<file path="src/rtl/serial_pkg.sv">
// serial_pkg: shared types and constants for the serial frame transmitter.
//   state_e    - transmitter FSM states (IDLE -> START -> DATA -> STOP -> IDLE)
//   LINE_IDLE  - level of sdo between frames
//   START_BIT  - level of the start bit
//   STOP_BIT   - level of the stop bit
//   cnt_width  - counter width helper, never narrower than one bit
package serial_pkg;

  typedef enum logic [1:0] {
    IDLE  = 2'd0,
    START = 2'd1,
    DATA  = 2'd2,
    STOP  = 2'd3
  } state_e;

  localparam logic LINE_IDLE = 1'b1;
  localparam logic START_BIT = 1'b0;
  localparam logic STOP_BIT  = 1'b1;

  // Width of a counter that holds 0..n-1; a count of one still needs a bit.
  function automatic int cnt_width(input int n);
    return (n > 1) ? $clog2(n) : 1;
  endfunction

endpackage

</file>
<file path="src/rtl/serial_tx_if.sv">
// serial_tx_if: word handshake plus serial line of the frame transmitter.
//   tx_data  - word to send (master -> slave)
//   tx_valid - tx_data is valid (master -> slave)
//   tx_ready - transmitter can accept a word (slave -> master)
//   sdo      - serial line, idles high (slave -> master)
//   busy     - frame in progress (slave -> master)
//   done     - one-cycle end-of-frame pulse (slave -> master)
//
// Handshake: a word moves on a rising clk edge where tx_valid && tx_ready are
// both high. The master keeps tx_valid and tx_data stable until that edge;
// tx_valid raised while tx_ready is low is simply not seen, never stalled or
// queued.
interface serial_tx_if #(
  parameter int WIDTH = 8
) ();

  logic [WIDTH-1:0] tx_data;
  logic             tx_valid;
  logic             tx_ready;
  logic             sdo;
  logic             busy;
  logic             done;

  modport master (
    output tx_data,
    output tx_valid,
    input  tx_ready,
    input  sdo,
    input  busy,
    input  done
  );

  modport slave (
    input  tx_data,
    input  tx_valid,
    output tx_ready,
    output sdo,
    output busy,
    output done
  );

endinterface

</file>
<file path="src/rtl/serial_tx_bit_timer.sv">
// bit_timer: counts clock cycles inside one bit period.
//   clk   - clock, rising edge
//   rst_n - asynchronous active-low reset
//   en    - count while high; counter is held at zero while low
//   tick  - high in the last cycle of each bit period (the cycle whose
//           closing edge wraps the counter from CLKS_PER_BIT-1 to 0)
module bit_timer
  import serial_pkg::*;
#(
  parameter int CLKS_PER_BIT = 4
) (
  input  logic clk,
  input  logic rst_n,
  input  logic en,
  output logic tick
);

  localparam int            CW   = cnt_width(CLKS_PER_BIT);
  localparam logic [CW-1:0] LAST = CW'(CLKS_PER_BIT - 1);

  logic [CW-1:0] cnt;

  always_ff @(posedge clk or negedge rst_n) begin
    if (!rst_n) begin
      cnt <= '0;
    end else if (!en) begin
      cnt <= '0;
    end else if (cnt == LAST) begin
      cnt <= '0;
    end else begin
      cnt <= cnt + CW'(1);
    end
  end

  // With CLKS_PER_BIT=1 the counter sits at zero and tick follows en.
  assign tick = en && (cnt == LAST);

endmodule

</file>
<file path="src/rtl/serial_tx.sv">
// serial_tx: parallel-in, serial-out frame transmitter.
// A WIDTH-bit word accepted over the valid/ready handshake is sent on sdo as
// one start bit, WIDTH data bits LSB-first and one stop bit, each held for
// CLKS_PER_BIT cycles.
//   clk   - clock, rising edge
//   rst_n - asynchronous active-low reset
//   bus   - serial_tx_if slave: tx_data/tx_valid in, tx_ready/sdo/busy/done out
//   state - current FSM state, exposed for observation
module serial_tx
  import serial_pkg::*;
#(
  parameter int WIDTH        = 8,
  parameter int CLKS_PER_BIT = 4
) (
  input  logic          clk,
  input  logic          rst_n,
  serial_tx_if.slave    bus,
  output state_e        state
);

  localparam int            BW       = cnt_width(WIDTH);
  localparam logic [BW-1:0] LAST_BIT = BW'(WIDTH - 1);

  state_e            state_q;
  state_e            state_d;
  logic [WIDTH-1:0]  shift_q;
  logic [WIDTH-1:0]  shift_d;
  logic [BW-1:0]     bit_q;
  logic [BW-1:0]     bit_d;
  logic              sdo_q;
  logic              sdo_d;
  logic              ready_q;
  logic              ready_d;
  logic              busy_q;
  logic              busy_d;
  logic              done_q;
  logic              done_d;
  logic              timer_en;
  logic              tick;
  logic              accept;
  logic              last_bit;

  assign timer_en = (state_q != IDLE);
  assign accept   = bus.tx_valid && ready_q;
  assign last_bit = (bit_q == LAST_BIT);

  bit_timer #(
    .CLKS_PER_BIT (CLKS_PER_BIT)
  ) u_bit_timer (
    .clk   (clk),
    .rst_n (rst_n),
    .en    (timer_en),
    .tick  (tick)
  );

  // State register.
  always_ff @(posedge clk or negedge rst_n) begin
    if (!rst_n) begin
      state_q <= IDLE;
    end else begin
      state_q <= state_d;
    end
  end

  // Next-state logic.
  always_comb begin
    state_d = state_q;
    case (state_q)
      IDLE:    if (accept)           state_d = START;
      START:   if (tick)             state_d = DATA;
      DATA:    if (tick && last_bit) state_d = STOP;
      STOP:    if (tick)             state_d = IDLE;
      default:                       state_d = IDLE;
    endcase
  end

  // Shift register and bit counter. The word is loaded on the accepting
  // edge and shifted once per data bit period, so shift_q[0] is always the
  // bit currently on the line while in DATA.
  always_comb begin
    shift_d = shift_q;
    bit_d   = bit_q;
    if (state_q == IDLE && accept) begin
      shift_d = bus.tx_data;
      bit_d   = '0;
    end else if (state_q == DATA && tick) begin
      shift_d = shift_q >> 1;
      bit_d   = last_bit ? '0 : bit_q + BW'(1);
    end
  end

  always_ff @(posedge clk or negedge rst_n) begin
    if (!rst_n) begin
      shift_q <= '0;
      bit_q   <= '0;
    end else begin
      shift_q <= shift_d;
      bit_q   <= bit_d;
    end
  end

  // Output logic. Outputs are decoded from the upcoming state and registered,
  // so each one changes on the same edge as the state it reflects and sdo is
  // glitch-free.
  always_comb begin
    sdo_d   = LINE_IDLE;
    case (state_d)
      IDLE:    sdo_d = LINE_IDLE;
      START:   sdo_d = START_BIT;
      DATA:    sdo_d = shift_d[0];
      STOP:    sdo_d = STOP_BIT;
      default: sdo_d = LINE_IDLE;
    endcase
    busy_d  = (state_d != IDLE);
    ready_d = (state_d == IDLE);
    done_d  = (state_q == STOP) && (state_d == IDLE);
  end

  // tx_ready resets low and first rises on the edge after reset release.
  always_ff @(posedge clk or negedge rst_n) begin
    if (!rst_n) begin
      sdo_q   <= LINE_IDLE;
      ready_q <= 1'b0;
      busy_q  <= 1'b0;
      done_q  <= 1'b0;
    end else begin
      sdo_q   <= sdo_d;
      ready_q <= ready_d;
      busy_q  <= busy_d;
      done_q  <= done_d;
    end
  end

  assign bus.sdo      = sdo_q;
  assign bus.tx_ready = ready_q;
  assign bus.busy     = busy_q;
  assign bus.done     = done_q;
  assign state        = state_q;

endmodule

</file>
<file path="src/flat_wrapper.sv">
// flat-port wrapper written by rule: the top's interface ports become plain ports
module serial_tx_flat import serial_pkg::*;
#(
  parameter int WIDTH        = 8,
  parameter int CLKS_PER_BIT = 4
)
  (clk, rst_n, state, bus_tx_data, bus_tx_valid, bus_tx_ready, bus_sdo, bus_busy, bus_done);
  serial_tx_if #(.WIDTH(WIDTH)) bus_i ();
  input  logic clk;
  input  logic rst_n;
  output state_e state;
  input wire logic [$bits(bus_i.tx_data)-1:0] bus_tx_data;
  input wire logic [$bits(bus_i.tx_valid)-1:0] bus_tx_valid;
  output wire logic [$bits(bus_i.tx_ready)-1:0] bus_tx_ready;
  output wire logic [$bits(bus_i.sdo)-1:0] bus_sdo;
  output wire logic [$bits(bus_i.busy)-1:0] bus_busy;
  output wire logic [$bits(bus_i.done)-1:0] bus_done;
  assign bus_i.tx_data = bus_tx_data;
  assign bus_i.tx_valid = bus_tx_valid;
  assign bus_tx_ready = bus_i.tx_ready;
  assign bus_sdo = bus_i.sdo;
  assign bus_busy = bus_i.busy;
  assign bus_done = bus_i.done;
  serial_tx #(.WIDTH(WIDTH), .CLKS_PER_BIT(CLKS_PER_BIT)) u_core (.clk(clk), .rst_n(rst_n), .bus(bus_i), .state(state));
endmodule
</file>
<file path="config.mk">
export PLATFORM = sky130hd
export DESIGN_NAME = serial_tx_flat
export DESIGN_NICKNAME = d
export VERILOG_FILES = /design/src/rtl/serial_pkg.sv /design/src/rtl/serial_tx_if.sv /design/src/rtl/serial_tx_bit_timer.sv /design/src/rtl/serial_tx.sv /design/src/flat_wrapper.sv
export SDC_FILE = /design/constraint.sdc
export NUM_CORES = 1
export LEC_CHECK = 0
export CAP_MARGIN = 20
export CORE_MARGIN = 2
export CORE_UTILIZATION = 30
export CTS_CLUSTER_SIZE = 10
export DETAILED_ROUTE_END_ITERATION = 10
export DONT_BUFFER_PORTS = 1
export PLACE_DENSITY = 0.48
export RECOVER_POWER = 100
export SLEW_MARGIN = 20
export SYNTH_ARGS = -nofsm -noshare
export SYNTH_HDL_FRONTEND = slang
export SYNTH_SLANG_ARGS = --single-unit
</file>
<file path="constraint.sdc">
create_clock -name clk -period 3.89 [get_ports clk]
set_clock_uncertainty 0.15 [all_clocks]
set_input_delay 0.389 -clock clk [delete_from_list [all_inputs] [get_ports clk]]
set_output_delay 0.389 -clock clk [all_outputs]
set_load 0.01 [all_outputs]
</file>
# Word level (Yosys, flattened, before mapping)

Cells that the tools add are included.

Bits in latches: 0
Bits in registers: 19
Bits of input ports: 11
Bits in writable memories: 0
Bits in read-only memories: 0
Output and inout port bits: 6
Memories: 0

Multiply operators: 0
$lt $le $gt $ge: 0
Muxes and demuxes: 13
Eq/ne operators: 8
Div/mod/pow operators: 0
Shift-type cells: 0
Add/subtract/negate cells: 2
Bitwise operators: 0
Reductions and logical operators: 12

Operator list:

| cell                | number |
|---|---|
| $mux 8              | 2 |
| $mux 2              | 6 |
| $eq 2x2->1 const B  | 5 |
| $mux 3              | 3 |
| $pmux 2 s4          | 1 |
| $logic_and 1x1->1   | 6 |
| $reduce_bool 2->1   | 3 |
| $eq 2x1->1 const B  | 2 |
| $logic_not 2->1     | 2 |
| $add 3x1->3 const B | 1 |
| $eq 3x3->1 const B  | 1 |
| $pmux 1 s3          | 1 |
| $add 2x1->2 const B | 1 |
| $reduce_or 2->1     | 1 |

# Depth between registers and ports, before layout

Gate-level depths: netlist of the first run.

Depth in word-level cells: 8
Depth in mapped cells: 8
Mapped depth without buffers: 7

# By module

A second synthesis of the first run with hierarchy kept.

Cell total of the unflattened synthesis: 81
Area total of the unflattened synthesis: 947.2 µm²

Modules (own cells, without submodules):

| module    | sequential area each (µm²) | instances | cells each | area each (µm²) |
|---|---|---|---|---|
| serial_tx | 426.7                      | 1         | 75         | 858.3 |
| bit_timer | 50.0                       | 1         | 6          | 88.8 |

# Worst setup path before layout of the first run

Ideal clock, no wire load.

Path type: flip-flop to flip-flop
Start: reg u_core.u_bit_timer.cnt[0]
End: reg u_core.sdo_q, in the netlist u_core.bus.sdo
Setup slack: 1,743 ps
Stages on the path, launching flop included: 8
Library setup time: 85 ps
Data required time: 3,655 ps
Period minus slack after synthesis: 2,147 ps
Arrival: 1,912 ps
Path buffers: 0
Cells stage by stage: dfrtp_1 ha_1 and3b_1 a221oi_2 inv_2 ha_1 or3b_1 o221ai_1

Word-level cells in the longest chain between the ends: 8
Elaborated cells between the ends (all ways): 16

RTL lines:

| element                                              | line                      | RTL |
|---|---|---|
| start: declaration                                   | serial_tx_bit_timer.sv:21 | `logic [CW-1:0] cnt;` |
| start signal: assignment                             | serial_tx_bit_timer.sv:31 | `cnt <= cnt + CW'(1);` |
| $eq 2x2->1 *                                         | serial_tx_bit_timer.sv:36 | `assign tick = en && (cnt == LAST);` |
| $logic_and 1x1->1 *                                  | serial_tx_bit_timer.sv:36 |  |
| $logic_and 1x1->1                                    | serial_tx.sv:71           | `DATA: if (tick && last_bit) state_d = STOP;` |
| $mux 2                                               | serial_tx.sv:71           |  |
| $pmux 2 s4 *                                         | serial_tx.sv:68           | `case (state_q)` |
| via u_core.state_d[0]                                | serial_tx.sv:25           | `state_e state_d;` |
| $eq 2x2->1 / $logic_not 2->1 (equally long branches) | serial_tx.sv:107          | `case (state_d)` |
| $reduce_or 2->1 (no line)                            | --                        |  |
| $pmux 1 s3 *                                         | serial_tx.sv:107          |  |
| via u_core.sdo_d                                     | serial_tx.sv:31           | `logic sdo_d;` |
| end signal: assignment                               | serial_tx.sv:127          | `sdo_q <= sdo_d;` |
| end: declaration                                     | serial_tx.sv:30           | `logic sdo_q;` |

The timed path passes the listed nets; every way through them passes the cells marked *. The select of a mux whose other input is x is not followed.
A chain may end at the register's enable or synchronous reset.

# Worst setup path after layout of the first run

Start: reg u_core.state_q[1], in the netlist u_core.state[1]
End: reg u_core.sdo_q, in the netlist u_core.bus.sdo

Word-level cells in the longest chain between the ends: 8
Elaborated cells between the ends (all ways): 22

RTL lines:

| element                                              | line                      | RTL |
|---|---|---|
| start: declaration                                   | serial_tx.sv:24           | `state_e state_q;` |
| start signal: assignment                             | serial_tx.sv:61           | `state_q <= state_d;` |
| $reduce_bool 2->1                                    | serial_tx.sv:43           | `assign timer_en = (state_q != IDLE);` |
| $logic_and 1x1->1                                    | serial_tx_bit_timer.sv:36 |  |
| $logic_and 1x1->1                                    | serial_tx.sv:71           |  |
| $mux 2                                               | serial_tx.sv:71           |  |
| $pmux 2 s4 *                                         | serial_tx.sv:68           |  |
| via u_core.state_d[0]                                | serial_tx.sv:25           |  |
| $eq 2x2->1 / $logic_not 2->1 (equally long branches) | serial_tx.sv:107          |  |
| $reduce_or 2->1 (no line)                            | --                        |  |
| $pmux 1 s3 *                                         | serial_tx.sv:107          |  |
| via u_core.sdo_d                                     | serial_tx.sv:31           |  |

Marks and branches as above.

==> results_dict.tcl, run 1 <==
set metrics [dict create \
    outcome "finished clean" \
    cap_violations 0 \
    critPathBufInv 1 \
    synth_top_flop_cell "dfrtp_1" \
    fin_util_pct 32.06 \
    clockPowerShare_pct 13.9 \
    slew_violations 0 \
    ir_drop_mv 0.2604 \
    grt_pass1_vias 607 \
    gp_congestion 0.6777 \
    reg2reg_from "u_core.state[1]$_DFF_PN0_" \
    first_pass_iters 4 \
    rows 20 \
    leakagePower_nw 0.4723 \
    switching_share_pct 37.45 \
    grt_pass1_wl_um 2835 \
    dieArea_um2 3538 \
    overflow 0 \
    cts_root_buf "clkbuf_4" \
    syn_area_um2 923.4 \
    slowest_delay_ns 0.61 \
    p_int_mw 0.4515 \
    power.density_nw_per_um2 756.2 \
    slew_headroom_pct 43.74 \
    grt_usage_pct 10.84 \
    critPathKind "flip-flop to flip-flop" \
    drt-initial-drc-count 13 \
    insertion_delay_ns 0.30 \
    setup_viol 0 \
    worst_pin_slew_ns 0.8411 \
    wl_per_cell_um 13.69 \
    path_clk_slew_ns 0.12 \
    crit_fanout 18 \
    min_period_ns 2.688 \
    syn_avg_cell_area_um2 11.26 \
    crit_path_top_delay_cell "dfrtp_1" \
    core_um2 2978 \
    clkSinkCount 19 \
    antenna_found_initial 0 \
    synthCells 82 \
    synth_edf_count 0 \
    async_flop_share_pct 100.0 \
    cts_setup_buffers 0 \
    hpwl_um 1159 \
    fin_crit_sh_pct 69.10 \
    synthDominantCellAreaShare_pct 48.78 \
    r2r_cells 6 \
    end_kind "flip-flop" \
    multi_input_area_um2 384.1 \
    layout_commonest_cell "dfrtp_1" \
    min_from "bus_tx_data[2]" \
    critical_path_required_ns 3.96 \
    diodes 0 \
    final_hold_viol_count 0 \
    clock.fmax_mhz 372.0 \
    p_seq_share_pct 52.6 \
    tritoncts "built" \
    grt_max_degree 20 \
    pre_cts_slack_ns 1.351 \
    path_cells "and4bb_1, a221oi_1, inv_2, ha_1, or3b_1, o221ai_1" \
    rsz0062_at_grt "false" \
    yosysWarnings 0 \
    start_util_pct 31.01 \
    final_cell_mix "dfrtp_1 (18), nand2_1 (14), mux2i_1 (8)" \
    cp.depth 6 \
    synth_seq_area_share_pct 51.63 \
    p_switching_mw 0.2704 \
    synth_nets 99 \
    viasPerCell 4.836 \
    start_kind "flip-flop" \
    detail-route-antenna-nets 0 \
    numCtsBuffers 3 \
    synth_largest_area_cell "dfrtp_1" \
    die_h_um 59.48 \
    worstPathArrival_ns 2.76 \
    combinationalPowerShare_pct 33.5 \
    stdcell_area_um2 954.7 \
    ios 17 \
    die_w_um 59.48 \
    fin_nets 101 \
    r2r_slack_ns 1.20 \
    worstSetupEndpoint "u_core.bus.sdo$_DFF_PN1_" \
    vias 561 \
    startpoint "u_core.state[1]$_DFF_PN0_" \
    cts_buffer_depth 2 \
    netlist_top_cells_area "dfrtp_1 (49%), mux2i_1 (8.7%), ha_1 (8.1%)" \
    reg2reg_to "u_core.bus.sdo$_DFF_PN1_" \
    totalNegativeSetupSlack_ns 0 \
    fill_cells 305 \
    seqCellArea_um2 476.7 \
    timing.final.ws_setup_ns 1.202 \
    syn_to_final_growth_pct 3.388 \
    layout-drive-gt1-share_pct 7.229 \
    htreeDepth 1 \
    place_area_um2 923.4 \
    synth-seq-cells 19 \
    synth.distinct_cells 27 \
    drcViolationCount 0 \
    hp-class "input port to flip-flop" \
    critPathTopFamily "simple AND/OR/NAND/NOR gates" \
    port_buffers 0 \
    wl_um 1588 \
]
-- sequential cells by signal (all words and copies together) (netlist names) --
register / cells
u_core.bit_q: 3
u_core.u_bit_timer.cnt: 2
u_core.state: 2
u_core.shift_q: 8
u_core.bus.tx_ready: 1
u_core.bus.sdo: 1
u_core.bus.busy: 1
u_core.bus.done: 1
-- cell usage after synthesis (2+ instances only) --
| cell type | n |
|---|---|
| a21oi_1 | 3 |
| buf_6 | 3 |
| dfrtp_1 | 18 |
| ha_1 | 6 |
| inv_1 | 3 |
| mux2i_1 | 8 |
| nand2_1 | 14 |
| nand3b_1 | 3 |
| o21ai_0 | 2 |
| o21ai_1 | 5 |
-- worst reg2reg max path: cells and delay by family (launching register included) --
family	cells	cell delay [ns]
buffers and inverters	1	0.07
and+or+nand+nor	2	0.80
DFF	1	0.61
adders and majority gates	1	0.23
AOI/OAI and AO/OA	2	0.75
-- power groups by stage --
| stage | registers (mW) | logic, mW | clock network (mW) |
|---|---|---|---|
| after floorplan | 0.358 | 0.237 | 0 |
| after global placement | 0.384 | 0.242 | 0 |
| after detailed placement | 0.390 | 0.252 | 0 |
| after CTS | 0.385 | 0.256 | 0.107 |
| after global routing | 0.397 | 0.291 | 0.113 |
| final | 0.380 | 0.242 | 0.100 |
-- kinds of logic (layout without fill, tap and decap cells) --
kind of cell / Yosys count / in the layout / synth area share [%]
xor gates and xnor gates: 1 / 1 / 0.9487
muxes: 8 / 8 / 8.672
AOI/OAI and AO/OA: 13 / 13 / 8.807
DFF: 19 / 19 / 51.63
adders and majority gates: 6 / 6 / 8.130
and+or+nand+nor: 27 / 27 / 15.72
buffers and inverters: 8 / 9 / 6.097
-- area by class of cell --
cell class | count | share of cell area (%)
flip-flops and latches | 19 | 49.93
multi-input cells | 55 | 40.24
well taps | 33 | 4.325
clock buffers | 3 | 2.359
inverters | 4 | 1.573
repair buffers | 1 | 1.048
clock inverters | 1 | 0.5242
-- routing by layer --
layer  GRT usage (%)  routed length (um)  up-vias  share of wire, %
li1                -                   -      281                 -
met4           6.818                  15        0              0.94
met3           2.402                  47        2               3.0
met2           16.80                 770        5                48
met1           13.56                 754      273                47
met5               0                   0        -                 0
-- repair_timing --
item,4_1_cts,5_1_grt
hold buffers,1,0
gates resized for setup,0,0
endpoints found under the hold margin,19,0
-- metrics by stage --
stage	total power [mW]	std cells	hold WS (ns)
floorplan	0.5947	82	-0.05659
global placement	0.6264	111	-0.05622
detailed placement	0.6412	111	-0.05591
CTS	0.7479	116	0.04648
global route	0.8006	116	0.05960
finish	0.7219	116	0.06534
-- how the worst min path moves through the flow --
stage | end | slack [ns] | cells after the start
after floorplan | u_core.bit_q[0]$_DFFE_PN0P_ | -0.06 | 0
after global placement | u_core.state[1]$_DFF_PN0_ | -0.06 | 0
after detailed placement | u_core.state[1]$_DFF_PN0_ | -0.06 | 0
after CTS | u_core.shift_q[2]$_DFFE_PN0P_ | 0.05 | 2
after global routing | u_core.shift_q[4]$_DFFE_PN0P_ | 0.06 | 2
final | u_core.shift_q[2]$_DFFE_PN0P_ | 0.07 | 2
Power figures use the tool's default switching activity.
==> run 2: changes to the inputs <==
--- a/config.mk
+++ b/config.mk
@@ -11,7 +11,7 @@
 export CTS_CLUSTER_SIZE = 10
 export DETAILED_ROUTE_END_ITERATION = 10
 export DONT_BUFFER_PORTS = 1
-export PLACE_DENSITY = 0.48
+export PLACE_DENSITY = 0.49
 export RECOVER_POWER = 100
 export SLEW_MARGIN = 20
 export SYNTH_ARGS = -nofsm -noshare
==> constraint.sdc (replaced) <==
create_clock -name clk -period 2.3 [get_ports clk]
set_clock_uncertainty 0.15 [all_clocks]
set_input_delay 0.23 -clock clk [delete_from_list [all_inputs] [get_ports clk]]
set_output_delay 0.23 -clock clk [all_outputs]
set_load 0.01 [all_outputs]
==> results_dict.tcl, run 2 (synthesized netlist as in run 1, its figures left out) <==
set metrics [dict create \
    outcome "finished clean" \
    die_w_um 59.48 \
    grt_pass1_vias 633 \
    tritoncts "built" \
    cts_root_buf "clkbuf_4" \
    layout_commonest_cell "dfrtp_1" \
    dieArea_um2 3538 \
    reg2reg_from "u_core.bit_q[0]$_DFFE_PN0P_" \
    clock.fmax_mhz 462.0 \
    hold_end "u_core.shift_q[0]$_DFF_PN0_" \
    p_int_mw 0.8353 \
    start_kind "flip-flop" \
    crit_fanout 3 \
    cts_buffer_depth 2 \
    min_from "bus_tx_data[0]" \
    slew_headroom_pct 41.90 \
    r2r_cells 7 \
    power.density_nw_per_um2 1223 \
    fin_util_pct 36.13 \
    vias 622 \
    worstPathArrival_ns 2.24 \
    clkSinkCount 19 \
    detail-route-antenna-nets 0 \
    grt_pass1_wl_um 2925 \
    pre_cts_slack_ns 0.1121 \
    min_period_ns 2.164 \
    diodes 0 \
    wl_per_cell_um 13.08 \
    grt_usage_pct 11.43 \
    overflow 0 \
    switching_share_pct 36.55 \
    htreeDepth 1 \
    port_buffers 0 \
    crit_path_top_delay_cell "dfrtp_1" \
    rows 20 \
    ios 17 \
    slew_violations 0 \
    end_kind "flip-flop" \
    syn_to_final_growth_pct 16.53 \
    holdPathStages 2 \
    clockPowerShare_pct 13.0 \
    fin_crit_sh_pct 94.10 \
    drt-initial-drc-count 18 \
    r2r_slack_ns 0.14 \
    leakagePower_nw 0.5226 \
    layout-drive-gt1-share_pct 11.58 \
    hpwl_um 1182 \
    final_cell_mix "dfrtp_1 (18), nand2_1 (14), mux2i_1 (8), dlygate4sd3_1 (8), ha_1 (6)" \
    final_hold_viol_count 0 \
    path_cells "ha_1, ha_1, a221oi_4, inv_2, ha_1, or3b_1, o221ai_1" \
    worst_path_most_repeated_cell "ha_1" \
    worst_pin_slew_ns 0.8686 \
    fin_nets 113 \
    path_clk_slew_ns 0.11 \
    numCtsBuffers 3 \
    critPathKind "flip-flop to flip-flop" \
    first_pass_iters 3 \
    core_um2 2978 \
    totalNegativeSetupSlack_ns 0 \
    wl_um 1674 \
    setup_viol 0 \
    die_h_um 59.48 \
    largest_reg_flops 8 \
    ir_drop_mv 0.2870 \
    insertion_delay_ns 0.29 \
    reg_top3 "u_core.shift_q: 8 flops, u_core.bit_q: 3 flops" \
    hp-class "input port to flip-flop" \
    cap_violations 0 \
    combinationalPowerShare_pct 41.0 \
    timing.final.ws_setup_ns 0.1356 \
    p_switching_mw 0.4812 \
    critical_path_required_ns 2.37 \
    reg2reg_to "u_core.bus.sdo$_DFF_PN1_" \
    slowest_delay_ns 0.41 \
    p_seq_share_pct 46.0 \
    start_util_pct 31.01 \
    gp_congestion 0.7092 \
    drcViolationCount 0 \
    grt_max_degree 20 \
    antenna_found_initial 0 \
    largest_register "u_core.shift_q" \
    viasPerCell 4.859 \
]
run 2: cell count changes in the layout (fill, tap and decap cells not counted):
cell,previous run,this run
o21ai_1,0,5
clkbuf_1,0,2
dlygate4sd3_1,1,8
o21ai_0,7,2
clkinv_2,1,0
and3b_1,1,0
and3b_2,0,1
a221oi_1,1,0
a221oi_4,0,1
buf_4,0,4
run 2: power by group through the flow:
stage | sequential (mW) | combinational (mW) | clock, mW
after global routing | 0.631 | 0.639 | 0.188
after CTS | 0.614 | 0.522 | 0.178
after floorplan | 0.605 | 0.400 | 0
after detailed placement | 0.621 | 0.503 | 0
final | 0.605 | 0.540 | 0.171
after global placement | 0.618 | 0.484 | 0
run 2: per-stage QoR:
| stage | hold WS (ns) | cells | power, mW | cell area (um2) |
|---|---|---|---|---|
| 2_1_floorplan | -0.2156 | 82 | 1.006 | 923.4 |
| 3_3_place_gp | -0.2151 | 115 | 1.102 | 953.4 |
| 3_5_place_dp | -0.2151 | 115 | 1.124 | 953.4 |
| 4_1_cts | 0.02132 | 127 | 1.314 | 1060 |
| 5_1_grt | 0.04503 | 128 | 1.458 | 1076 |
| 6_report | 0.02365 | 128 | 1.316 | 1076 |
run 2: worst max path at each step:
stage	start	endpoint	slack (ns)	depth (start not counted)
floorplan	u_core.u_bit_timer.cnt[0]$_DFF_PN0_	u_core.bus.sdo$_DFF_PN1_	0.15	7
global placement	u_core.u_bit_timer.cnt[0]$_DFF_PN0_	u_core.bus.sdo$_DFF_PN1_	0.16	7
detailed placement	u_core.u_bit_timer.cnt[0]$_DFF_PN0_	u_core.bus.sdo$_DFF_PN1_	0.11	7
CTS	u_core.u_bit_timer.cnt[0]$_DFF_PN0_	u_core.bus.sdo$_DFF_PN1_	0.09	7
global route	u_core.u_bit_timer.cnt[0]$_DFF_PN0_	u_core.bus.sdo$_DFF_PN1_	-0.008	7
finish	u_core.bit_q[0]$_DFFE_PN0P_	u_core.bus.sdo$_DFF_PN1_	0.14	7
run 2: final cells by class:
type                       count  area, um2
timing repair buffer          13      113.9
multi-input combinational     55      402.9
sequential                    19      476.7
inverter                       4      15.01
fill                         313       1902
tap                           33      41.29
clock buffer                   4      26.28
run 2: critical path: cells and delay by family, from the launching register on:
kind                       cells  cell delay [ns]
adders and majority gates      3             0.63
AOI/OAI and AO/OA              2             0.49
DFF                            1             0.41
and+or+nand+nor                1             0.35
buffers and inverters          1             0.06
run 2: timing repair:
item / in CTS / in global routing
hold buffers: 8 / 0
setup endpoints to repair: 0 / 1
gates resized for setup: 0 / 2
hold endpoints to repair: 26 / 0
setup buffers: 0 / 1
run 2: routing by layer:
metal | vias up | track usage (%) | part of all wire, %
met5 | - | 0 | 0
met4 | 0 | 6.818 | 1.6
met3 | 2 | 2.620 | 2.6
met2 | 9 | 15.86 | 46
met1 | 304 | 16.03 | 49
li1 | 307 | - | -
